[src/rtl/ahb_master_arbiter_if.sv]
// rtl/ahb_master_arbiter_if.sv - AHB-Lite master-side bus bundle for ahb_master_arbiter
// Purpose: groups the single-transfer AHB-Lite signals driven/observed by the arbiter.
// Ports (signals):
//   HADDR/HTRANS/HWRITE/HSIZE/HBURST/HWDATA : master -> slave
//   HRDATA/HREADY/HRESP                     : slave -> master
// Modports: master (arbiter side), slave (interconnect/bench side).
interface ahb_master_arbiter_if #(
  parameter int ADDR_WIDTH = 32,
  parameter int DATA_WIDTH = 32
);
  logic [ADDR_WIDTH-1:0] HADDR;
  logic [1:0]            HTRANS;
  logic                  HWRITE;
  logic [2:0]            HSIZE;
  logic [2:0]            HBURST;
  logic [DATA_WIDTH-1:0] HWDATA;
  logic [DATA_WIDTH-1:0] HRDATA;
  logic                  HREADY;
  logic                  HRESP;

  modport master (
    output HADDR, HTRANS, HWRITE, HSIZE, HBURST, HWDATA,
    input  HRDATA, HREADY, HRESP
  );

  modport slave (
    input  HADDR, HTRANS, HWRITE, HSIZE, HBURST, HWDATA,
    output HRDATA, HREADY, HRESP
  );
endinterface

[src/rtl/ahb_master_arbiter.sv]
// rtl/ahb_master_arbiter.sv - two-requester (I/D) arbiter onto one AHB-Lite master port
// Purpose: accepts one transaction at a time from the instruction (I) or data (D)
//   requester, runs its AHB address and data phases, and returns rdata/done/err
//   to the owner. Fixed D-over-I priority; define ROUND_ROBIN_EN to alternate
//   contested grants between the two ports instead.
// Ports:
//   clk, reset_n                 : clock, asynchronous active-low reset
//   i_/d_req, _addr, _we, _wdata : requester inputs, req held until gnt
//   i_/d_gnt, _done, _err        : one-cycle pulses (err valid with done)
//   i_/d_rdata                   : read data, held until next done to that port
//   ahb (master modport)         : AHB-Lite bus signals
module ahb_master_arbiter #(
  parameter int ADDR_WIDTH = 32,
  parameter int DATA_WIDTH = 32
) (
  input  logic                  clk,
  input  logic                  reset_n,
  input  logic                  i_req,
  input  logic [ADDR_WIDTH-1:0] i_addr,
  input  logic                  i_we,
  input  logic [DATA_WIDTH-1:0] i_wdata,
  output logic                  i_gnt,
  output logic                  i_done,
  output logic                  i_err,
  output logic [DATA_WIDTH-1:0] i_rdata,
  input  logic                  d_req,
  input  logic [ADDR_WIDTH-1:0] d_addr,
  input  logic                  d_we,
  input  logic [DATA_WIDTH-1:0] d_wdata,
  output logic                  d_gnt,
  output logic                  d_done,
  output logic                  d_err,
  output logic [DATA_WIDTH-1:0] d_rdata,
  ahb_master_arbiter_if.master  ahb
);

  typedef enum logic [1:0] {S_IDLE, S_ADDR, S_DATA} state_t;

  localparam logic [1:0] HTRANS_IDLE   = 2'b00;
  localparam logic [1:0] HTRANS_NONSEQ = 2'b10;

  state_t                state_q, state_d;
  logic                  owner_q, owner_d;   // 1 = D, 0 = I; also the round-robin "last owner"
  logic [ADDR_WIDTH-1:0] haddr_q, haddr_d;
  logic                  hwrite_q, hwrite_d;
  logic [1:0]            htrans_q, htrans_d;
  logic [DATA_WIDTH-1:0] wdata_q, wdata_d;
  logic [DATA_WIDTH-1:0] hwdata_q, hwdata_d;
  logic                  i_gnt_q, i_gnt_d, d_gnt_q, d_gnt_d;
  logic                  i_done_q, i_done_d, d_done_q, d_done_d;
  logic                  i_err_q, i_err_d, d_err_q, d_err_d;
  logic [DATA_WIDTH-1:0] i_rdata_q, i_rdata_d, d_rdata_q, d_rdata_d;
  logic                  pick_d;             // winner of this cycle's arbitration, 1 = D

  always_comb begin
`ifdef ROUND_ROBIN_EN
    // Contested: give it to whoever did not own the previous transaction.
    if (i_req && d_req) pick_d = ~owner_q;
    else                pick_d = d_req;
`else
    pick_d = d_req;
`endif
  end

  always_comb begin
    state_d   = state_q;
    owner_d   = owner_q;
    haddr_d   = haddr_q;
    hwrite_d  = hwrite_q;
    htrans_d  = htrans_q;
    wdata_d   = wdata_q;
    hwdata_d  = hwdata_q;
    i_rdata_d = i_rdata_q;
    d_rdata_d = d_rdata_q;
    i_gnt_d   = 1'b0;
    d_gnt_d   = 1'b0;
    i_done_d  = 1'b0;
    d_done_d  = 1'b0;
    i_err_d   = 1'b0;
    d_err_d   = 1'b0;
    case (state_q)
      S_IDLE: begin
        if (i_req || d_req) begin
          owner_d  = pick_d;
          haddr_d  = pick_d ? d_addr  : i_addr;
          hwrite_d = pick_d ? d_we    : i_we;
          wdata_d  = pick_d ? d_wdata : i_wdata;
          htrans_d = HTRANS_NONSEQ;
          d_gnt_d  = pick_d;
          i_gnt_d  = ~pick_d;
          state_d  = S_ADDR;
        end
      end
      S_ADDR: begin
        if (ahb.HREADY) begin
          htrans_d = HTRANS_IDLE;
          hwdata_d = wdata_q;
          state_d  = S_DATA;
        end
      end
      S_DATA: begin
        if (ahb.HREADY) begin
          if (owner_q) begin
            d_done_d = 1'b1;
            d_err_d  = ahb.HRESP;
            if (!hwrite_q) d_rdata_d = ahb.HRDATA;
          end else begin
            i_done_d = 1'b1;
            i_err_d  = ahb.HRESP;
            if (!hwrite_q) i_rdata_d = ahb.HRDATA;
          end
          state_d = S_IDLE;
        end
      end
      default: state_d = S_IDLE;
    endcase
  end

  always_ff @(posedge clk or negedge reset_n) begin
    if (!reset_n) begin
      state_q   <= S_IDLE;
      owner_q   <= 1'b0;
      haddr_q   <= '0;
      hwrite_q  <= 1'b0;
      htrans_q  <= HTRANS_IDLE;
      wdata_q   <= '0;
      hwdata_q  <= '0;
      i_gnt_q   <= 1'b0;
      d_gnt_q   <= 1'b0;
      i_done_q  <= 1'b0;
      d_done_q  <= 1'b0;
      i_err_q   <= 1'b0;
      d_err_q   <= 1'b0;
      i_rdata_q <= '0;
      d_rdata_q <= '0;
    end else begin
      state_q   <= state_d;
      owner_q   <= owner_d;
      haddr_q   <= haddr_d;
      hwrite_q  <= hwrite_d;
      htrans_q  <= htrans_d;
      wdata_q   <= wdata_d;
      hwdata_q  <= hwdata_d;
      i_gnt_q   <= i_gnt_d;
      d_gnt_q   <= d_gnt_d;
      i_done_q  <= i_done_d;
      d_done_q  <= d_done_d;
      i_err_q   <= i_err_d;
      d_err_q   <= d_err_d;
      i_rdata_q <= i_rdata_d;
      d_rdata_q <= d_rdata_d;
    end
  end

  assign ahb.HADDR  = haddr_q;
  assign ahb.HTRANS = htrans_q;
  assign ahb.HWRITE = hwrite_q;
  assign ahb.HSIZE  = 3'b010;
  assign ahb.HBURST = 3'b000;
  assign ahb.HWDATA = hwdata_q;

  assign i_gnt   = i_gnt_q;
  assign d_gnt   = d_gnt_q;
  assign i_done  = i_done_q;
  assign d_done  = d_done_q;
  assign i_err   = i_err_q;
  assign d_err   = d_err_q;
  assign i_rdata = i_rdata_q;
  assign d_rdata = d_rdata_q;

endmodule
[src/flat_wrapper.sv]
// flat-port wrapper written by rule: the top's interface ports become plain ports
module ahb_master_arbiter_flat 
#(
  parameter int ADDR_WIDTH = 32,
  parameter int DATA_WIDTH = 32
)
  (clk, reset_n, i_req, i_addr, i_we, i_wdata, i_gnt, i_done, i_err, i_rdata, d_req, d_addr, d_we, d_wdata, d_gnt, d_done, d_err, d_rdata, ahb_HADDR, ahb_HTRANS, ahb_HWRITE, ahb_HSIZE, ahb_HBURST, ahb_HWDATA, ahb_HRDATA, ahb_HREADY, ahb_HRESP);
  ahb_master_arbiter_if #(.ADDR_WIDTH(ADDR_WIDTH), .DATA_WIDTH(DATA_WIDTH)) ahb_i ();
  input  logic clk;
  input  logic reset_n;
  input  logic i_req;
  input  logic [ADDR_WIDTH-1:0] i_addr;
  input  logic i_we;
  input  logic [DATA_WIDTH-1:0] i_wdata;
  output logic i_gnt;
  output logic i_done;
  output logic i_err;
  output logic [DATA_WIDTH-1:0] i_rdata;
  input  logic d_req;
  input  logic [ADDR_WIDTH-1:0] d_addr;
  input  logic d_we;
  input  logic [DATA_WIDTH-1:0] d_wdata;
  output logic d_gnt;
  output logic d_done;
  output logic d_err;
  output logic [DATA_WIDTH-1:0] d_rdata;
  output wire logic [$bits(ahb_i.HADDR)-1:0] ahb_HADDR;
  output wire logic [$bits(ahb_i.HTRANS)-1:0] ahb_HTRANS;
  output wire logic [$bits(ahb_i.HWRITE)-1:0] ahb_HWRITE;
  output wire logic [$bits(ahb_i.HSIZE)-1:0] ahb_HSIZE;
  output wire logic [$bits(ahb_i.HBURST)-1:0] ahb_HBURST;
  output wire logic [$bits(ahb_i.HWDATA)-1:0] ahb_HWDATA;
  input wire logic [$bits(ahb_i.HRDATA)-1:0] ahb_HRDATA;
  input wire logic [$bits(ahb_i.HREADY)-1:0] ahb_HREADY;
  input wire logic [$bits(ahb_i.HRESP)-1:0] ahb_HRESP;
  assign ahb_HADDR = ahb_i.HADDR;
  assign ahb_HTRANS = ahb_i.HTRANS;
  assign ahb_HWRITE = ahb_i.HWRITE;
  assign ahb_HSIZE = ahb_i.HSIZE;
  assign ahb_HBURST = ahb_i.HBURST;
  assign ahb_HWDATA = ahb_i.HWDATA;
  assign ahb_i.HRDATA = ahb_HRDATA;
  assign ahb_i.HREADY = ahb_HREADY;
  assign ahb_i.HRESP = ahb_HRESP;
  ahb_master_arbiter #(.ADDR_WIDTH(ADDR_WIDTH), .DATA_WIDTH(DATA_WIDTH)) u_core (.clk(clk), .reset_n(reset_n), .i_req(i_req), .i_addr(i_addr), .i_we(i_we), .i_wdata(i_wdata), .i_gnt(i_gnt), .i_done(i_done), .i_err(i_err), .i_rdata(i_rdata), .d_req(d_req), .d_addr(d_addr), .d_we(d_we), .d_wdata(d_wdata), .d_gnt(d_gnt), .d_done(d_done), .d_err(d_err), .d_rdata(d_rdata), .ahb(ahb_i));
endmodule
[config.mk]
export PLATFORM = sky130hd
export DESIGN_NAME = ahb_master_arbiter_flat
export DESIGN_NICKNAME = d
export VERILOG_FILES = /design/src/rtl/ahb_master_arbiter_if.sv /design/src/rtl/ahb_master_arbiter.sv /design/src/flat_wrapper.sv
export SDC_FILE = /design/constraint.sdc
export NUM_CORES = 1
export LEC_CHECK = 0
export BUFFER_PORTS_ARGS = -buffer_cell sky130_fd_sc_hd__buf_2
export CORE_AREA = 5 5 131 133
export CTS_CLUSTER_SIZE = 30
export DETAILED_ROUTE_END_ITERATION = 10
export DIE_AREA = 0 0 136 138
export HOLD_SLACK_MARGIN = 0.02
export PLACE_DENSITY = 0.84
export SLEW_MARGIN = 20
export SYNTH_ARGS = -nofsm -noshare
export SYNTH_HDL_FRONTEND = slang
export SYNTH_SLANG_ARGS = --single-unit
[constraint.sdc]
create_clock -name clk -period 1.7 [get_ports clk]
set_input_delay 0.17 -clock clk [delete_from_list [all_inputs] [get_ports clk]]
set_output_delay 0.17 -clock clk [all_outputs]
set_load 0.01 [all_outputs]
==> flow_summary.json <==
{
  "cts_made_buffers": 17,
  "dr.pass1.iters": 4,
  "cts_max_level": 4,
  "nNetsFinal": 975,
  "setup_ws_ns": 0.0539,
  "grt_max_degree": 57,
  "layout_common_cells": "buf_2, dfrtp_1, mux2_2",
  "finClkSkew_ns": 0.00729,
  "crit_fanout": 8,
  "routabilityCongestion": 0.766,
  "drc": 0,
  "cts_num_sinks": 171,
  "final_common_cell": "buf_2",
  "die_area_um2": 18800,
  "fin_util_pct": 65.4,
  "instances_no_fill": 1038,
  "synth_top_family_by_area": "multiplexers",
  "synth-compound-area-share_pct": 0.402,
  "synth_fa_ha_area_share_pct": 0,
  "grt_pass1_wl_mm": 28.9,
  "hpwl_mm": 13.3,
  "synth_top_area_share_pct": 57.3,
  "wire_per_inst_um": 18.2,
  "fp-row-count": 46,
  "critPathLaunchType": "flip-flop",
  "num_vias": 5001,
  "status": "finished clean",
  "power.total_mw": 17.2,
  "ir_worst_vdd_uv": 859,
  "setup_violations": 0,
  "cts-root-buf": "clkbuf_16",
  "required_ns": 2.00,
  "max_freq_ghz": 0.607,
  "power_leakage_nw": 5.06,
  "cap_violations": 0,
  "syn_inst": 452,
  "cp.arrival_ns": 1.94,
  "core_um2": 15700,
  "synth_seq_cells": 171,
  "synthXorXnorAreaFrac_pct": 0,
  "holdWs_ns": 0.0761,
  "synthMuxAreaShare_pct": 37.1,
  "routed_wl_mm": 18.9,
  "fillers": 1132,
  "die_x_um": 136,
  "antenna_found_initial": 2,
  "rsz0062_at_grt": "false",
  "slew_viol_final": 0,
  "antenna_left": 0,
  "min_path_type": "in -> reg",
  "design.portCount": 311,
  "final_cell_area_um2": 10300,
  "finalCriticalPeriod_ns": 1.65,
  "post-place-ws_ns": 0.0860,
  "synth_top_cell_by_area": "dfrtp_1",
  "clockBufferDepth": 2,
  "crit_type": "reg -> reg",
  "end_kind": "flip-flop",
  "synth_cell_type_count": 21,
  "syn_area_per_cell_um2": 16.5,
  "cts_tree": "done",
  "fin_tns_setup_ns": 0,
  "hold_violations": 0,
  "area_growth_pct": 37.8,
  "clk_pin_slew_ns": 0.07,
  "grt_usage_pct": 19.4,
  "dpl_cell_area_um2": 9280,
  "overflow": 0,
  "synthesis.area_um2": 7460,
  "ys_warn_count": 0,
  "synth-seq-area-share_pct": 57.3,
  "port_buffers": 303,
  "yosys.area_share.simple_pct": 1.61,
  "grt_pass1_vias": 5572,
  "placed_cells": 965,
  "drt_iter0_markers": 167,
  "synth_area_leaders": "dfrtp_1, mux2_2, mux2_4",
  "period_share_pct": 96.8,
  "power_density_nw_per_um2": 1680,
  "drive_above_1_share_pct": 67.7,
  "clk_latency_ns": 0.42,
  "initial_core_util_pct": 47.5,
  "die_h_um": 138,
  "viasPerCell": 4.82
}
-- sequential cells by signal, summed over array words and instances (netlist names) --
name               cells
u_core.i_err           1
u_core.d_done          1
u_core.ahb.HTRANS      1
u_core.wdata_q        32
u_core.d_gnt           1
u_core.i_rdata        32
u_core.ahb.HWDATA     32
u_core.ahb.HWRITE      1
u_core.d_rdata        32
u_core.d_err           1
u_core.i_gnt           1
u_core.owner_q         1
u_core.i_done          1
u_core.state_q         2
u_core.ahb.HADDR      32
-- where the power goes --
group | internal, mW | switching [mW] | total [mW]
Combinational | 3.68 | 2.86 | 6.54
Sequential | 6.00 | 1.04 | 7.04
Clock | 2.05 | 1.60 | 3.65
-- synthesized netlist by cell type --
| cell | n |
|---|---|
| mux2_2 | 130 |
| nor2b_4 | 2 |
| nor2_1 | 1 |
| mux2_4 | 60 |
| mux2_1 | 36 |
| nand2_1 | 3 |
| conb_1 | 2 |
| o21ai_0 | 3 |
| buf_4 | 13 |
| o21a_1 | 1 |
| nand3b_1 | 1 |
| dfrtp_1 | 171 |
| nand2b_1 | 2 |
| buf_2 | 6 |
| a21o_1 | 1 |
| nor4b_1 | 1 |
| buf_6 | 10 |
| and2_1 | 3 |
| and4bb_4 | 1 |
| and4b_4 | 1 |
| clkbuf_1 | 4 |
-- final cells by class --
class	count	area [um^2]	area share [%]
multi-input combinational	253	2950	28.7
antenna	2	5.00	0.0487
clock inverter	10	81.3	0.791
tap	216	270	2.63
timing repair buffer	364	2210	21.5
clock buffer	22	484	4.71
sequential	171	4280	41.6
-- path summary, 6_finish.rpt --
check / from / depth (start not counted) / slack (ns) / end
worst max register to register: u_core.state_q[0] / 5 / 0.05 / u_core.d_rdata[0]
worst max-delay path: u_core.state_q[0] / 5 / 0.05 / u_core.d_rdata[0]
max in group asynchronous: reset_n / 3 / 0.82 / u_core.i_rdata[22]
worst min-delay path: i_req / 2 / 0.08 / u_core.i_gnt
min in group asynchronous: reset_n / 2 / 0.23 / u_core.ahb.HADDR[27]
worst min register to register: u_core.ahb.HTRANS[1] / 2 / 0.48 / u_core.ahb.HTRANS[1]
-- cell families after synthesis --
family | Yosys count
muxes | 226
DFF | 171
buffers and inverters | 33
other | 2
and+or+nand+nor | 15
AOI/OAI and AO/OA | 5
-- routing by layer --
metal | GRT usage [%] | wire, um | part of all wire [%] | vias up
met5 | 0 | 0 | 0 | -
met4 | 8.12 | 454 | 2.4 | 0
met3 | 5.19 | 1250 | 6.6 | 29
met2 | 34.8 | 10000 | 53 | 193
met1 | 21.5 | 7180 | 38 | 2473
li1 | - | - | - | 2306
-- worst max-delay path, stage by stage, from the launching register on --
cell     delay (ns)
dfrtp_1        0.40
and4b_4        0.35
nor2b_4        0.16
buf_12         0.13
buf_12         0.14
mux2_1         0.34
-- repair_timing --
item,CTS,global route
gates resized for setup,0,0
endpoints found under the hold margin,111,0
buffers inserted,0,1
setup endpoints to repair,0,2
hold buffers,35,0
Note: power is estimated with default switching activity, not from simulation.
